[config.mk]
export PLATFORM = sky130hd
export DESIGN_NAME = mem_xfer_engine
export DESIGN_NICKNAME = d
export VERILOG_FILES = /design/src/rtl/mem_xfer_engine.sv
export SDC_FILE = /design/constraint.sdc
export NUM_CORES = 1
export LEC_CHECK = 0
export ABC_CLOCK_PERIOD_IN_PS = 3900
export BUFFER_PORTS_ARGS = -buffer_cell sky130_fd_sc_hd__buf_2
export CAP_MARGIN = 20
export CORE_MARGIN = 3
export CORE_UTILIZATION = 55
export CTS_CLUSTER_DIAMETER = 200
export DETAILED_ROUTE_END_ITERATION = 10
export GPL_TIMING_DRIVEN = 0
export HOLD_SLACK_MARGIN = 0.12
export PLACE_DENSITY = 0.78
export SKIP_LAST_GASP = 1
export SYNTH_ARGS = -nofsm -noshare
export SYNTH_HDL_FRONTEND = slang
export SYNTH_SLANG_ARGS = --single-unit
[constraint.sdc]
create_clock -name clock -period 3.9 [get_ports clock]
set_input_delay 0.39 -clock clock [delete_from_list [all_inputs] [get_ports clock]]
set_output_delay 0.39 -clock clock [all_outputs]
set_load 0.005 [all_outputs]
[src/rtl/mem_xfer_engine.sv]
// Pairwise add/sub transfer from A (DEPTH_A words) into B (DEPTH_A/2 words); XFER takes DEPTH_A/2 cycles.
// Load port stalls (load_ready=0) outside LOAD; rd_data has 1-cycle latency and never stalls.
module mem_xfer_engine #(
    parameter int WIDTH   = 8,
    parameter int DEPTH_A = 8,
    parameter int SAT     = 0,
    localparam int AW     = $clog2(DEPTH_A),
    localparam int BW     = (DEPTH_A > 2) ? $clog2(DEPTH_A / 2) : 1
) (
    input  logic             clock,
    input  logic             Reset,
    input  logic             load_valid,
    input  logic [WIDTH-1:0] load_data,
    output logic             load_ready,
    input  logic             start,
    input  logic             mode,
    output logic             busy,
    output logic             done,
    output logic             ovf,
    input  logic [BW-1:0]    rd_addr,
    output logic [WIDTH-1:0] rd_data
);

    // B is sized to the full rd_addr range so every read address is backed by a register.
    localparam int BD = 1 << BW;
    localparam logic [BW-1:0] K_LAST = BW'(DEPTH_A / 2 - 1);

    typedef enum logic [1:0] {ST_LOAD, ST_FULL, ST_XFER, ST_DONE} state_t;

    state_t           state;
    state_t           state_nxt;
    logic [WIDTH-1:0] mem_a [DEPTH_A];
    logic [WIDTH-1:0] mem_b [BD];
    logic [AW-1:0]    wp;
    logic [BW-1:0]    k;
    logic             mode_q;
    logic             accept;
    logic [AW-1:0]    lo_idx;
    logic [AW-1:0]    hi_idx;
    logic [WIDTH:0]   sum_ext;
    logic [WIDTH:0]   diff_ext;
    logic [WIDTH-1:0] res;
    logic             flag;

    assign load_ready = Reset && (state == ST_LOAD);
    assign accept     = load_valid && load_ready;
    assign busy       = (state == ST_XFER);
    assign done       = (state == ST_DONE);

    always_comb begin
        state_nxt = state;
        case (state)
            ST_LOAD: if (accept && (wp == AW'(DEPTH_A - 1))) state_nxt = ST_FULL;
            ST_FULL: if (start) state_nxt = ST_XFER;
            ST_XFER: if (k == K_LAST) state_nxt = ST_DONE;
            ST_DONE: state_nxt = ST_LOAD;
            default: state_nxt = ST_LOAD;
        endcase
    end

    always_comb begin
        lo_idx   = AW'({k, 1'b0});
        hi_idx   = lo_idx | AW'(1);
        sum_ext  = {1'b0, mem_a[lo_idx]} + {1'b0, mem_a[hi_idx]};
        diff_ext = {1'b0, mem_a[lo_idx]} - {1'b0, mem_a[hi_idx]};
        flag     = 1'b0;
        res      = '0;
        if (mode_q) begin
            // the extra MSB of the difference is the borrow (lo < hi)
            flag = diff_ext[WIDTH];
            res  = (SAT != 0 && flag) ? '0 : diff_ext[WIDTH-1:0];
        end else begin
            flag = sum_ext[WIDTH];
            res  = (SAT != 0 && flag) ? '1 : sum_ext[WIDTH-1:0];
        end
    end

    always_ff @(posedge clock) begin
        if (!Reset) begin
            state   <= ST_LOAD;
            wp      <= '0;
            k       <= '0;
            mode_q  <= 1'b0;
            ovf     <= 1'b0;
            rd_data <= '0;
            for (int i = 0; i < BD; i++) begin
                mem_b[i] <= '0;
            end
        end else begin
            state   <= state_nxt;
            rd_data <= mem_b[rd_addr];
            if (accept) begin
                wp <= wp + 1'b1;
            end
            case (state)
                ST_FULL: begin
                    if (start) begin
                        mode_q <= mode;
                        ovf    <= 1'b0;
                        k      <= '0;
                    end
                end
                ST_XFER: begin
                    mem_b[k] <= res;
                    ovf      <= ovf | flag;
                    k        <= k + 1'b1;
                end
                ST_DONE: wp <= '0;
                default: ;
            endcase
        end
    end

    // A keeps its contents across reset; writes are already gated off while Reset is low.
    always_ff @(posedge clock) begin
        if (accept) begin
            mem_a[wp] <= load_data;
        end
    end

endmodule
Word level (Yosys, flattened, before mapping) --
Memory sizes are Yosys's and may differ from the RTL's. A register that Yosys moved wholly into a read port is not among the register bits. Cells that the tools add are included.
Storage, ports and cells: bits in registers 9, RAM bits 96, input bits 15, output and inout port bits 12, word-level logic and storage cells 55, memories kept 2
Cells by class: add/sub/neg operators 4, eq/ne operators 8, muxes and demuxes 23, bitwise gates (word level) 2, reduce and logical (&&, ||, !) cells 11
Memories:
- mem_a | depth 8, width 8, read ports 2, clocked after Yosys merged registers in 2, write ports 1, line 32 | logic [WIDTH-1:0] mem_a [DEPTH_A];
- mem_b | depth 4, width 8, read ports 1, clocked after Yosys merged registers in 1, write ports 4, line 33 | logic [WIDTH-1:0] mem_b [BD];
Operator list (number):
- two-way mux 8 bit | 2
- two-way mux 3 bit | 4
- two-way mux 2 bit | 5
- adder 8 x 8 -> 9 bit | 1
- two-way mux 1 bit | 9
- subtractor 8 x 8 -> 9 bit | 1
- one-hot mux 2 bit (4 select lines) | 1
- OR reduction 8 bit | 1
- == test 2 bit, second input constant | 3
- != test 2 x 1 -> 1 bit, second input constant | 2
- one-hot mux 2 bit (2 select lines) | 1
- AND reduction 2 bit | 2
- adder 3 x 1 -> 3 bit, second input constant | 1
- == test 3 bit, second input constant | 1
- logical AND 1 bit | 3
- AND reduction 3 bit | 1
- adder 2 x 1 -> 2 bit, second input constant | 1
- == test 2 x 1 -> 1 bit, second input constant | 1
- zero test 2 bit | 1
- != test 2 bit, second input constant | 1
- one-hot mux 1 bit (2 select lines) | 1
- nonzero test 2 bit | 1
- OR reduction 2 bit | 1
- zero test 1 bit | 1
- 2 further kinds | 2

Longest topological paths before layout --
Gate-level depths: netlist (run 1).
depth in word-level cells 6, gate-level depth with buffers 11

Worst setup path after synthesis (run 1) --
OpenSTA, ideal clock, no wires.
kind flip-flop to flip-flop, start point reg (tool-made name), end point mem mem_b[1][6] (data pin), library setup time 0.148 ns, data arrival time 2.762 ns, path slack 0.989 ns, cell stages (with the launch flop) 11, buffers on the path 2, cells stage by stage dfxtp_1 -> buf_2 -> buf_4 -> mux4_2 -> ha_1 -> fa_1 -> nor2b_1 -> o21ai_1 -> a31oi_1 -> or3_4 -> a21oi_1
RTL lines (line):
- end, declared | 33

==> impl_metrics.json, run 1 <==
{
  "status": "complete, no violations",
  "die_w_um": 105,
  "synth_top_area_share_pct": 54.0,
  "cts_tree": "yes",
  "wl_per_cell_um": 17.3,
  "ys_seq_elements": 115,
  "p_leak_nw": 2.30,
  "gp_congestion": 0.805,
  "ios": 27,
  "rsz0062_at_grt": "no",
  "routed_via_density": 5.66,
  "postSynthCellCount": 376,
  "critPathArrivalTime_ns": 3.63,
  "finalSetupViolCount": 0,
  "wirelength_mm": 9.72,
  "clkLatencyLatePin_ns": 0.52,
  "clockBufferDepth": 2,
  "synth_edf_count": 96,
  "dp.cells": 531,
  "cts-resized-gates": 0,
  "dp_slack_ns": 0.650,
  "dp_hpwl_mm": 6.74,
  "period_minus_slack_ns": 3.27,
  "drv_cap": 0,
  "yosysTopAreaCell": "edfxtp_1",
  "setup_ws_ns": 0.630,
  "p_int_mw": 2.35,
  "yosysSeqAreaShare_pct": 61.1,
  "synth_area_leaders": "edfxtp_1 (54%), mux4_2 (10%), dfxtp_1 (7.1%), ha_1 (5.6%), nor2_1 (1.9%)",
  "core_um2": 9330,
  "ys.flop_type": "edfxtp_1",
  "h-tree-depth": 4,
  "area_growth_pct": 16.4,
  "switchingPower_uw": 696,
  "slew_viol_final": 0,
  "yosys-top-cells-count": "edfxtp_1 (96), nor2_1 (27), ha_1 (24), mux4_2 (24), nand2_1 (24)",
  "dr.pass1.iters": 4,
  "antenna_left": 0,
  "n_antenna_cell": 0,
  "placed_area_um2": 5630,
  "drtIter0Drc": 112,
  "min_period_over_period_pct": 83.8,
  "max_freq_ghz": 0.306,
  "initial_core_util_pct": 57.2,
  "vias": 3184,
  "min_path_cells": 3,
  "grt_first_pass_wirelength_mm": 16.5,
  "gr-total-overflow": 0,
  "reg2reg_depth": 10,
  "synth.distinct_cells": 52,
  "cp_slowest_cell": "fa_1",
  "slew_headroom_pct": 46.9,
  "yosys.cell_count.top_type": "edfxtp_1",
  "start_kind": "flop",
  "die_h_um": 105,
  "syn_area_um2": 5340,
  "synthArstFlopShare_pct": 0,
  "hp-class": "primary input to flop",
  "grt_max_degree": 17,
  "grt_pass1_vias": 3343,
  "sequentialPowerShare_pct": 44.9,
  "hold_violations": 0,
  "grt_use_total_pct": 19.6,
  "num_rows": 35,
  "syn_avg_cell_area_um2": 14.2,
  "post_cts_buffers": 0,
  "setup-tns-final_ns": 0,
  "dieArea_um2": 10900,
  "final_layout_size_suffix_gt1_share_pct": 23.0,
  "crit_chain": "buf_1 > buf_2 > mux4_2 > ha_1 > fa_1 > nor2b_1 > o21ai_1 > a31oi_1 > or3_4 > a21oi_1",
  "clockRootBuffer": "clkbuf_8",
  "switching_share_pct": 22.9,
  "final_nets": 462,
  "antenna_found_initial": 0,
  "p_clk_share_pct": 50.1,
  "instances_no_fill": 563,
  "cts-hold-fix-buffers": 0,
  "finalClockSkew_ns": 0.0121,
  "ir_drop_mv": 0.343,
  "cts_sinks": 115,
  "design_area_um2": 6220,
  "p_per_area_nw_per_um2": 489,
  "p_comb_share_pct": 4.9,
  "cp.required_ns": 4.26,
  "cp_max_fo": 10,
  "path_clk_slew_ns": 0.06,
  "port_buffers": 24,
  "crit_path_max_incr_delay_ns": 0.40,
  "path_class": "flop to flop",
  "synth.net_count": 417,
  "end_kind": "flop",
  "yosys_warnings": 0,
  "numCtsBuffers": 17,
  "route.detailed.drc": 0,
  "tightest_slew_ns": 0.793
}
-- routing by layer --
layer  vias to the layer above  routed length [um]  GRT usage (%)
met5                         -                   0              0
met4                         0                 105           8.26
met3                         9                 429           5.46
met2                        73                5050           33.0
met1                      1582                4130           23.9
li1                       1520                   -              -
-- registers in the layout (all words and copies together), names as in the netlist, named ones only --
register  count
mem_a        64
rd_data       8
ovf           1
state         2
wp            3
mem_b        32
k             2
mode_q        1
-- kinds of logic (layout without fill, tap and decap cells) --
| family | after synthesis | after routing | share of synthesized area (%) |
|---|---|---|---|
| AOI/OAI and AO/OA | 66 | 66 | 8.95 |
| buffers and inverters | 39 | 97 | 3.23 |
| DFF | 115 | 115 | 61.1 |
| xor gates and xnor gates | 2 | 2 | 0.328 |
| adders and majority gates | 26 | 26 | 6.37 |
| muxes | 26 | 26 | 10.5 |
| and+or+nand+nor | 102 | 102 | 9.49 |
-- area by class of cell --
class	count	area, um2
repair buffers	26	130
inverters	23	100
multi-input cells	222	1900
clock inverters	15	171
fillers	666	3110
clock buffers	17	414
plain buffers	16	72.6
flip-flops and latches	115	3260
well taps	129	161
-- power by group through the flow --
stage | registers [mW] | clock network (mW) | logic (mW)
finish | 1.37 | 1.53 | 0.150
global route | 1.37 | 1.60 | 0.168
CTS | 1.37 | 1.55 | 0.152
detailed placement | 1.39 | 0 | 0.150
global placement | 1.39 | 0 | 0.143
floorplan | 1.39 | 0 | 0.102
-- stage by stage --
stage          hold WS, ns  total power, mW  utilization [%]
2_1_floorplan        0.489             1.49                -
3_3_place_gp         0.526             1.53             60.3
3_5_place_dp         0.545             1.54             60.4
4_1_cts              0.129             3.07             66.6
5_1_grt              0.145             3.14             66.6
6_report             0.141             3.04             66.6
-- critical path: cells and delay by family (launching register included) --
kind,cells,cell delay (ns)
adder cells (fa/ha/maj),2,0.65
AO/OA/AOI/OAI,3,0.46
multiplexers,1,0.39
AND/OR/NAND/NOR,2,0.56
flip-flops,1,0.31
buffers and inverters,2,0.74
-- final timing paths --
| check | start | to | slack [ns] |
|---|---|---|---|
| setup reg to reg | flop | mem_b[1][6]$_SDFFCE_PN0P_ | 0.63 |
| hold / removal | mode | mode_q$_SDFFE_PN0P_ | 0.14 |
| hold reg to reg | state[0]$_SDFFE_PN0P_ | state[0]$_SDFFE_PN0P_ | 0.55 |
| setup / recovery | flop | mem_b[1][6]$_SDFFCE_PN0P_ | 0.63 |
-- cell usage in the layout (no fill, tap or decap), types with 9 or more instances in the layout --
master | Yosys | layout
edfxtp_1 | 96 | 96
buf_2 | 7 | 33
nor2_1 | 27 | 27
mux4_2 | 24 | 24
nand2_1 | 24 | 24
ha_1 | 24 | 24
inv_1 | 22 | 22
dfxtp_1 | 19 | 19
a21oi_1 | 18 | 18
clkbuf_16 | 0 | 16
and2_1 | 11 | 11
nand3_1 | 9 | 9
No activity file was read; power rests on OpenSTA's default activity.
==> inputs of run 2 (changes only) <==
--- a/config.mk
+++ b/config.mk
@@ -5,7 +5,8 @@
 export SDC_FILE = /design/constraint.sdc
 export NUM_CORES = 1
 export LEC_CHECK = 0
-export ABC_CLOCK_PERIOD_IN_PS = 3900
+export ABC_AREA = 1
+export ABC_CLOCK_PERIOD_IN_PS = 3200
 export BUFFER_PORTS_ARGS = -buffer_cell sky130_fd_sc_hd__buf_2
 export CAP_MARGIN = 20
 export CORE_MARGIN = 3
==> constraint.sdc (replaced) <==
create_clock -name clock -period 3.2 [get_ports clock]
set_input_delay 0.32 -clock clock [delete_from_list [all_inputs] [get_ports clock]]
set_output_delay 0.32 -clock clock [all_outputs]
set_load 0.005 [all_outputs]
==> impl_metrics.json, run 2 <==
{
  "wl_per_cell_um": 15.9,
  "p_comb_share_pct": 28.2,
  "cp.required_ns": 3.47,
  "h-tree-depth": 4,
  "dr.pass1.iters": 5,
  "antenna_left": 0,
  "die_w_um": 105,
  "p_int_mw": 3.38,
  "largest_register": "mem_a",
  "finalSetupViolCount": 0,
  "port_buffers": 24,
  "status": "complete, no violations",
  "area_growth_pct": 18.4,
  "ios": 27,
  "sequentialPowerShare_pct": 34.4,
  "gp_congestion": 0.829,
  "grt_util_met2_pct": 41.0,
  "cp_max_fo": 10,
  "synth.distinct_cells": 27,
  "fillers": 680,
  "cts_sinks": 115,
  "synth_area_leaders": "edfxtp_1 (54%), nor2_1 (7.3%), nand2_1 (7.2%), dfxtp_1 (7.1%), ha_1 (5.6%)",
  "vias": 3962,
  "p_per_area_nw_per_um2": 815,
  "grt_first_pass_wirelength_mm": 19.3,
  "num_rows": 35,
  "dp_hpwl_mm": 7.78,
  "largestRegisters": "mem_a (64), mem_b (32), rd_data (8)",
  "synthArstFlopShare_pct": 0,
  "slew_viol_final": 0,
  "syn_area_um2": 5370,
  "yosys_warnings": 0,
  "holdWs_ns": 0.128,
  "grt_use_total_pct": 22.5,
  "layout_commonest_cell": "nor2_1",
  "yosys-top-cells-count": "nor2_1 (104), nand2_1 (103), edfxtp_1 (96)",
  "gr-total-overflow": 0,
  "largest_register_ffs": 64,
  "dieArea_um2": 11000,
  "postSynthCellCount": 538,
  "hold_violations": 0,
  "route.detailed.drc": 0,
  "grt_pass1_vias": 4030,
  "syn_avg_cell_area_um2": 9.97,
  "wirelength_mm": 11.6,
  "core_um2": 9370,
  "gr-usage-met1_pct": 25.2,
  "initial_core_util_pct": 57.2,
  "final_cell_mix": "nor2_1 (104), nand2_1 (103), edfxtp_1 (96)",
  "finalClockSkew_ns": 0.0143,
  "yosysTopAreaCell": "edfxtp_1",
  "numCtsBuffers": 17,
  "yosysSeqAreaShare_pct": 60.8,
  "switchingPower_mw": 1.80,
  "switching_share_pct": 34.7,
  "cts_tree": "yes",
  "setup-tns-final_ns": 0,
  "path_clk_slew_ns": 0.06,
  "rsz0062_at_grt": "no",
  "grt_max_degree": 17,
  "yosys.cell_count.top_type": "nor2_1",
  "path_class": "flop to flop",
  "synth_edf_count": 96,
  "ir_drop_mv": 1.10,
  "synth.net_count": 579,
  "grt_use_met3_pct": 5.13,
  "clkLatencyLatePin_ns": 0.53,
  "end_kind": "flop",
  "synth_top_area_share_pct": 53.7,
  "final_nets": 631,
  "p_leak_nw": 2.61,
  "ys_seq_elements": 115,
  "n_antenna_cell": 0,
  "hp-class": "primary input to flop",
  "grt-busiest-layer": "met2",
  "min_period_over_period_pct": 89.7,
  "tightest_slew_ns": 0.838,
  "drv_cap": 0,
  "ys.flop_type": "edfxtp_1",
  "critPathArrivalTime_ns": 3.14,
  "clockRootBuffer": "clkbuf_8",
  "max_freq_ghz": 0.348,
  "period_minus_slack_ns": 2.87,
  "start_kind": "flop",
  "antenna_found_initial": 0,
  "die_h_um": 105,
  "drtIter0Drc": 243,
  "clockBufferDepth": 2,
  "final_layout_size_suffix_gt1_share_pct": 14.3,
  "routed_via_density": 5.41,
  "p_clk_share_pct": 37.4,
  "slew_headroom_pct": 43.9
}
-- run 2: changes by cell type in the layout (fill, tap and decap cells not counted), sizes merged, moves of 6 or more --
cell | before | now
a21oi | 19 | 29
o21ai | 11 | 41
inv | 30 | 65
mux4 | 24 | 0
nor2b | 6 | 0
o22ai | 0 | 7
a211oi | 7 | 0
and2 | 11 | 1
a32oi | 1 | 9
nand3 | 9 | 15
nor2 | 27 | 105
dlygate4sd3 | 0 | 9
nand2 | 25 | 107
-- run 2: worst max-delay path, cell delays in order (launching register included) --
cell	delay, ns
dfxtp_1	0.52
inv_1	0.22
buf_2	0.25
a32oi_1	0.34
inv_1	0.08
ha_1	0.44
inv_1	0.09
nand2_1	0.08
nand2_1	0.05
nand2_1	0.07
nand3_1	0.10
nand2_1	0.08
nand2_1	0.04
nand2_1	0.05
nand2_1	0.06
nand2_2	0.09
nor2_1	0.06
-- run 2: final timing paths --
check,start,endpoint,slack (ns),depth (start not counted)
max reg2reg,flop,mem_b[1][6]$_SDFFCE_PN0P_,0.33,16
max,flop,mem_b[1][6]$_SDFFCE_PN0P_,0.33,16
min reg2reg,ovf$_SDFFE_PN0P_,ovf$_SDFFE_PN0P_,0.45,2
min,mode,mode_q$_SDFFE_PN0P_,0.13,3
-- run 2: what timing repair did --
item | in CTS | in global routing
buffers inserted | 0 | 0
setup endpoints to repair | 0 | 20
gates resized for setup | 0 | 4
hold endpoints to repair | 65 | 0
hold buffers | 9 | 0
-- run 2: through the flow --
step / power, mW / util, % / area, um2 / cells / worst slack (ns)
2_1_floorplan: 2.87 / - / 5370 / 538 / 0.789
3_3_place_gp: 3.18 / 60.3 / 5650 / 691 / 0.266
3_5_place_dp: 3.23 / 60.3 / 5650 / 691 / 0.212
4_1_cts: 5.17 / 67.6 / 6340 / 732 / 0.197
5_1_grt: 5.47 / 67.8 / 6350 / 732 / 0.0468
6_report: 5.18 / 67.8 / 6350 / 732 / 0.329
-- run 2: layer usage --
layer | part of all wire (%) | vias up
li1 | - | 1918
met1 | 39 | 1847
met2 | 52 | 167
met3 | 6.0 | 30
met4 | 2.3 | 0
met5 | 0 | -
-- run 2: area by class of cell --
cell class,count,area (um2),share of cell area (%)
buffer,17,96.3,1.52
clock buffer,17,414,6.52
clock inverter,15,188,2.95
timing repair buffer,33,210,3.31
sequential,115,3260,51.3
inverter,56,210,3.31
tap,129,161,2.54
multi-input combinational,350,1810,28.5
-- run 2: logic make-up (layout without fill, tap and decap cells) --
logic type	after synthesis	after routing	share of synthesized area [%]
AO/OA/AOI/OAI	90	90	9.38
adder cells (fa/ha/maj)	26	26	6.34
buffers and inverters	73	138	5.69
flip-flops	115	115	60.8
AND/OR/NAND/NOR	234	234	17.8
-- run 2: power groups by stage --
stage	logic [mW]	clock network, mW	registers, mW
3_5_place_dp	1.42	0	1.81
5_1_grt	1.67	2.01	1.79
3_3_place_gp	1.37	0	1.81
6_report	1.46	1.94	1.78
4_1_cts	1.45	1.94	1.78
2_1_floorplan	1.07	0	1.80
==> inputs of run 3 (changes only) <==
--- a/config.mk
+++ b/config.mk
@@ -6,7 +6,7 @@
 export NUM_CORES = 1
 export LEC_CHECK = 0
 export ABC_AREA = 1
-export ABC_CLOCK_PERIOD_IN_PS = 3200
+export ABC_CLOCK_PERIOD_IN_PS = 3500
 export BUFFER_PORTS_ARGS = -buffer_cell sky130_fd_sc_hd__buf_2
 export CAP_MARGIN = 20
 export CORE_MARGIN = 3
==> constraint.sdc (replaced) <==
create_clock -name clock -period 3.5 [get_ports clock]
set_input_delay 0.35 -clock clock [delete_from_list [all_inputs] [get_ports clock]]
set_output_delay 0.35 -clock clock [all_outputs]
set_load 0.005 [all_outputs]
==> impl_metrics.json, run 3 (synthesis gave the netlist of run 2 again) <==
{
  "drv_cap": 0,
  "largest_register_ffs": 64,
  "fillers": 683,
  "critPathMostFrequentCell": "nand2_1",
  "final_nets": 630,
  "min_period_over_period_pct": 87.7,
  "hold_violations": 0,
  "switchingPower_mw": 1.64,
  "cp_max_fo": 10,
  "crit_chain": "inv_1 > buf_2 > a32oi_1 > inv_1 > ha_1 > nand3_1 > nand2_1 > nand2_1 > nand2_1 > nand2_1 > nand2_1 > nand2_1 > nand3_2 > nor2_1",
  "final_layout_size_suffix_gt1_share_pct": 13.8,
  "core_um2": 9370,
  "p_clk_share_pct": 37.5,
  "final_cell_mix": "nor2_1 (104), nand2_1 (103), edfxtp_1 (96)",
  "clkLatencyLatePin_ns": 0.53,
  "clockBufferDepth": 2,
  "largestRegisters": "mem_a (64), mem_b (32), rd_data (8)",
  "ir_drop_mv": 1.01,
  "n_antenna_cell": 0,
  "wirelength_mm": 11.7,
  "switching_share_pct": 34.7,
  "slew_viol_final": 0,
  "post_cts_buffers": 0,
  "route.detailed.drc": 0,
  "holdWs_ns": 0.159,
  "gp_congestion": 0.829,
  "finalSetupViolCount": 0,
  "cp_slowest_cell": "a32oi_1",
  "status": "complete, no violations",
  "grt_pass1_vias": 4013,
  "path_class": "flop to flop",
  "hp-class": "primary input to flop",
  "path_buf_inv": 3,
  "setup_ws_ns": 0.430,
  "dp_slack_ns": 0.512,
  "crit_family": "simple AND/OR/NAND/NOR gates",
  "slew_headroom_pct": 44.7,
  "numCtsBuffers": 17,
  "die_h_um": 105,
  "design_area_um2": 6330,
  "antenna_found_initial": 0,
  "wl_per_cell_um": 16.0,
  "die_w_um": 105,
  "r2r_slack_ns": 0.43,
  "crit_path_max_incr_delay_ns": 0.63,
  "max_freq_ghz": 0.326,
  "ios": 27,
  "gr-total-overflow": 0,
  "dr.pass1.iters": 5,
  "vias": 3908,
  "path_clk_slew_ns": 0.06,
  "layout_commonest_cell": "nor2_1",
  "critPathArrivalTime_ns": 3.34,
  "num_rows": 35,
  "tightest_slew_ns": 0.826,
  "grt_use_total_pct": 22.5,
  "area_growth_pct": 18.0,
  "initial_core_util_pct": 57.2,
  "p_leak_nw": 2.60,
  "sequentialPowerShare_pct": 34.4,
  "antenna_left": 0,
  "p_int_mw": 3.09,
  "port_buffers": 24,
  "cts_sinks": 115,
  "routed_via_density": 5.35,
  "dp_hpwl_mm": 7.78,
  "p_per_area_nw_per_um2": 747,
  "cp.required_ns": 3.77,
  "period_minus_slack_ns": 3.07,
  "placed_area_um2": 5650,
  "h-tree-depth": 4,
  "drtIter0Drc": 298,
  "rsz0062_at_grt": "no",
  "finalClockSkew_ns": 0.0147,
  "grt_first_pass_wirelength_mm": 19.2,
  "clockRootBuffer": "clkbuf_8",
  "p_comb_share_pct": 28.1,
  "grt_max_degree": 17,
  "start_kind": "flop",
  "largest_register": "mem_a",
  "end_kind": "flop",
  "setup-tns-final_ns": 0,
  "dieArea_um2": 11000,
  "cts_tree": "yes"
}
==> run 3: cell count changes in the layout (fill, tap and decap cells not counted), sizes merged <==
cell	delta
dlygate4sd3	-1
==> run 3: area by class of cell <==
| type | count | area (um2) | area share, % |
|---|---|---|---|
| repair buffers | 32 | 200 | 3.16 |
| multi-input cells | 350 | 1800 | 28.4 |
| inverters | 56 | 210 | 3.32 |
| plain buffers | 17 | 95.1 | 1.50 |
| clock inverters | 15 | 188 | 2.97 |
| well taps | 129 | 161 | 2.55 |
| flip-flops and latches | 115 | 3260 | 51.6 |
| clock buffers | 17 | 414 | 6.54 |
==> run 3: per-stage QoR <==
step	utilization [%]	instances	power, mW
floorplan	-	538	2.63
global route	67.5	731	5.00
finish	67.5	731	4.73
detailed placement	60.3	691	2.96
global placement	60.3	691	2.90
CTS	67.5	731	4.72
==> run 3: power by group through the flow <==
| stage | Sequential (mW) | Combinational, mW | Clock (mW) |
|---|---|---|---|
| after floorplan | 1.65 | 0.980 | 0 |
| after global placement | 1.65 | 1.25 | 0 |
| after detailed placement | 1.66 | 1.30 | 0 |
| after CTS | 1.63 | 1.32 | 1.77 |
| after global routing | 1.63 | 1.52 | 1.84 |
| final | 1.63 | 1.33 | 1.77 |
==> run 3: path summary, 6_finish.rpt <==
kind | from | to | cells after the start
hold / removal | start | mode_q$_SDFFE_PN0P_ | 3
setup reg to reg | flop | mem_b[2][5]$_SDFFCE_PN0P_ | 14
hold reg to reg | ovf$_SDFFE_PN0P_ | ovf$_SDFFE_PN0P_ | 2
setup / recovery | flop | mem_b[2][5]$_SDFFCE_PN0P_ | 14
==> run 3: timing repair <==
item / 4_1_cts / 5_1_grt
hold buffers: 8 / 0
hold endpoints to repair: 64 / 0
setup endpoints to repair: 0 / 0
resized for setup: 0 / 0
==> run 3: worst register-to-register path: stages, from the launching register on <==
cell     delay [ns]
dfxtp_1        0.51
inv_1          0.23
buf_2          0.25
a32oi_1        0.63
inv_1          0.13
ha_1           0.33
nand3_1        0.09
nand2_1        0.17
nand2_1        0.07
nand2_1        0.06
nand2_1        0.06
nand2_1        0.06
nand2_1        0.05
nand3_2        0.12
nor2_1         0.06
==> run 3: metal layers <==
metal  track usage, %  wire, um  part of all wire, %  up-vias
met2             40.8      6160                   53      141
li1                 -         -                    -     1913
met1             25.2      4680                   40     1834
met5                0         0                    0        -
met3             5.13       673                  5.8       20
met4             9.56       179                  1.5        0
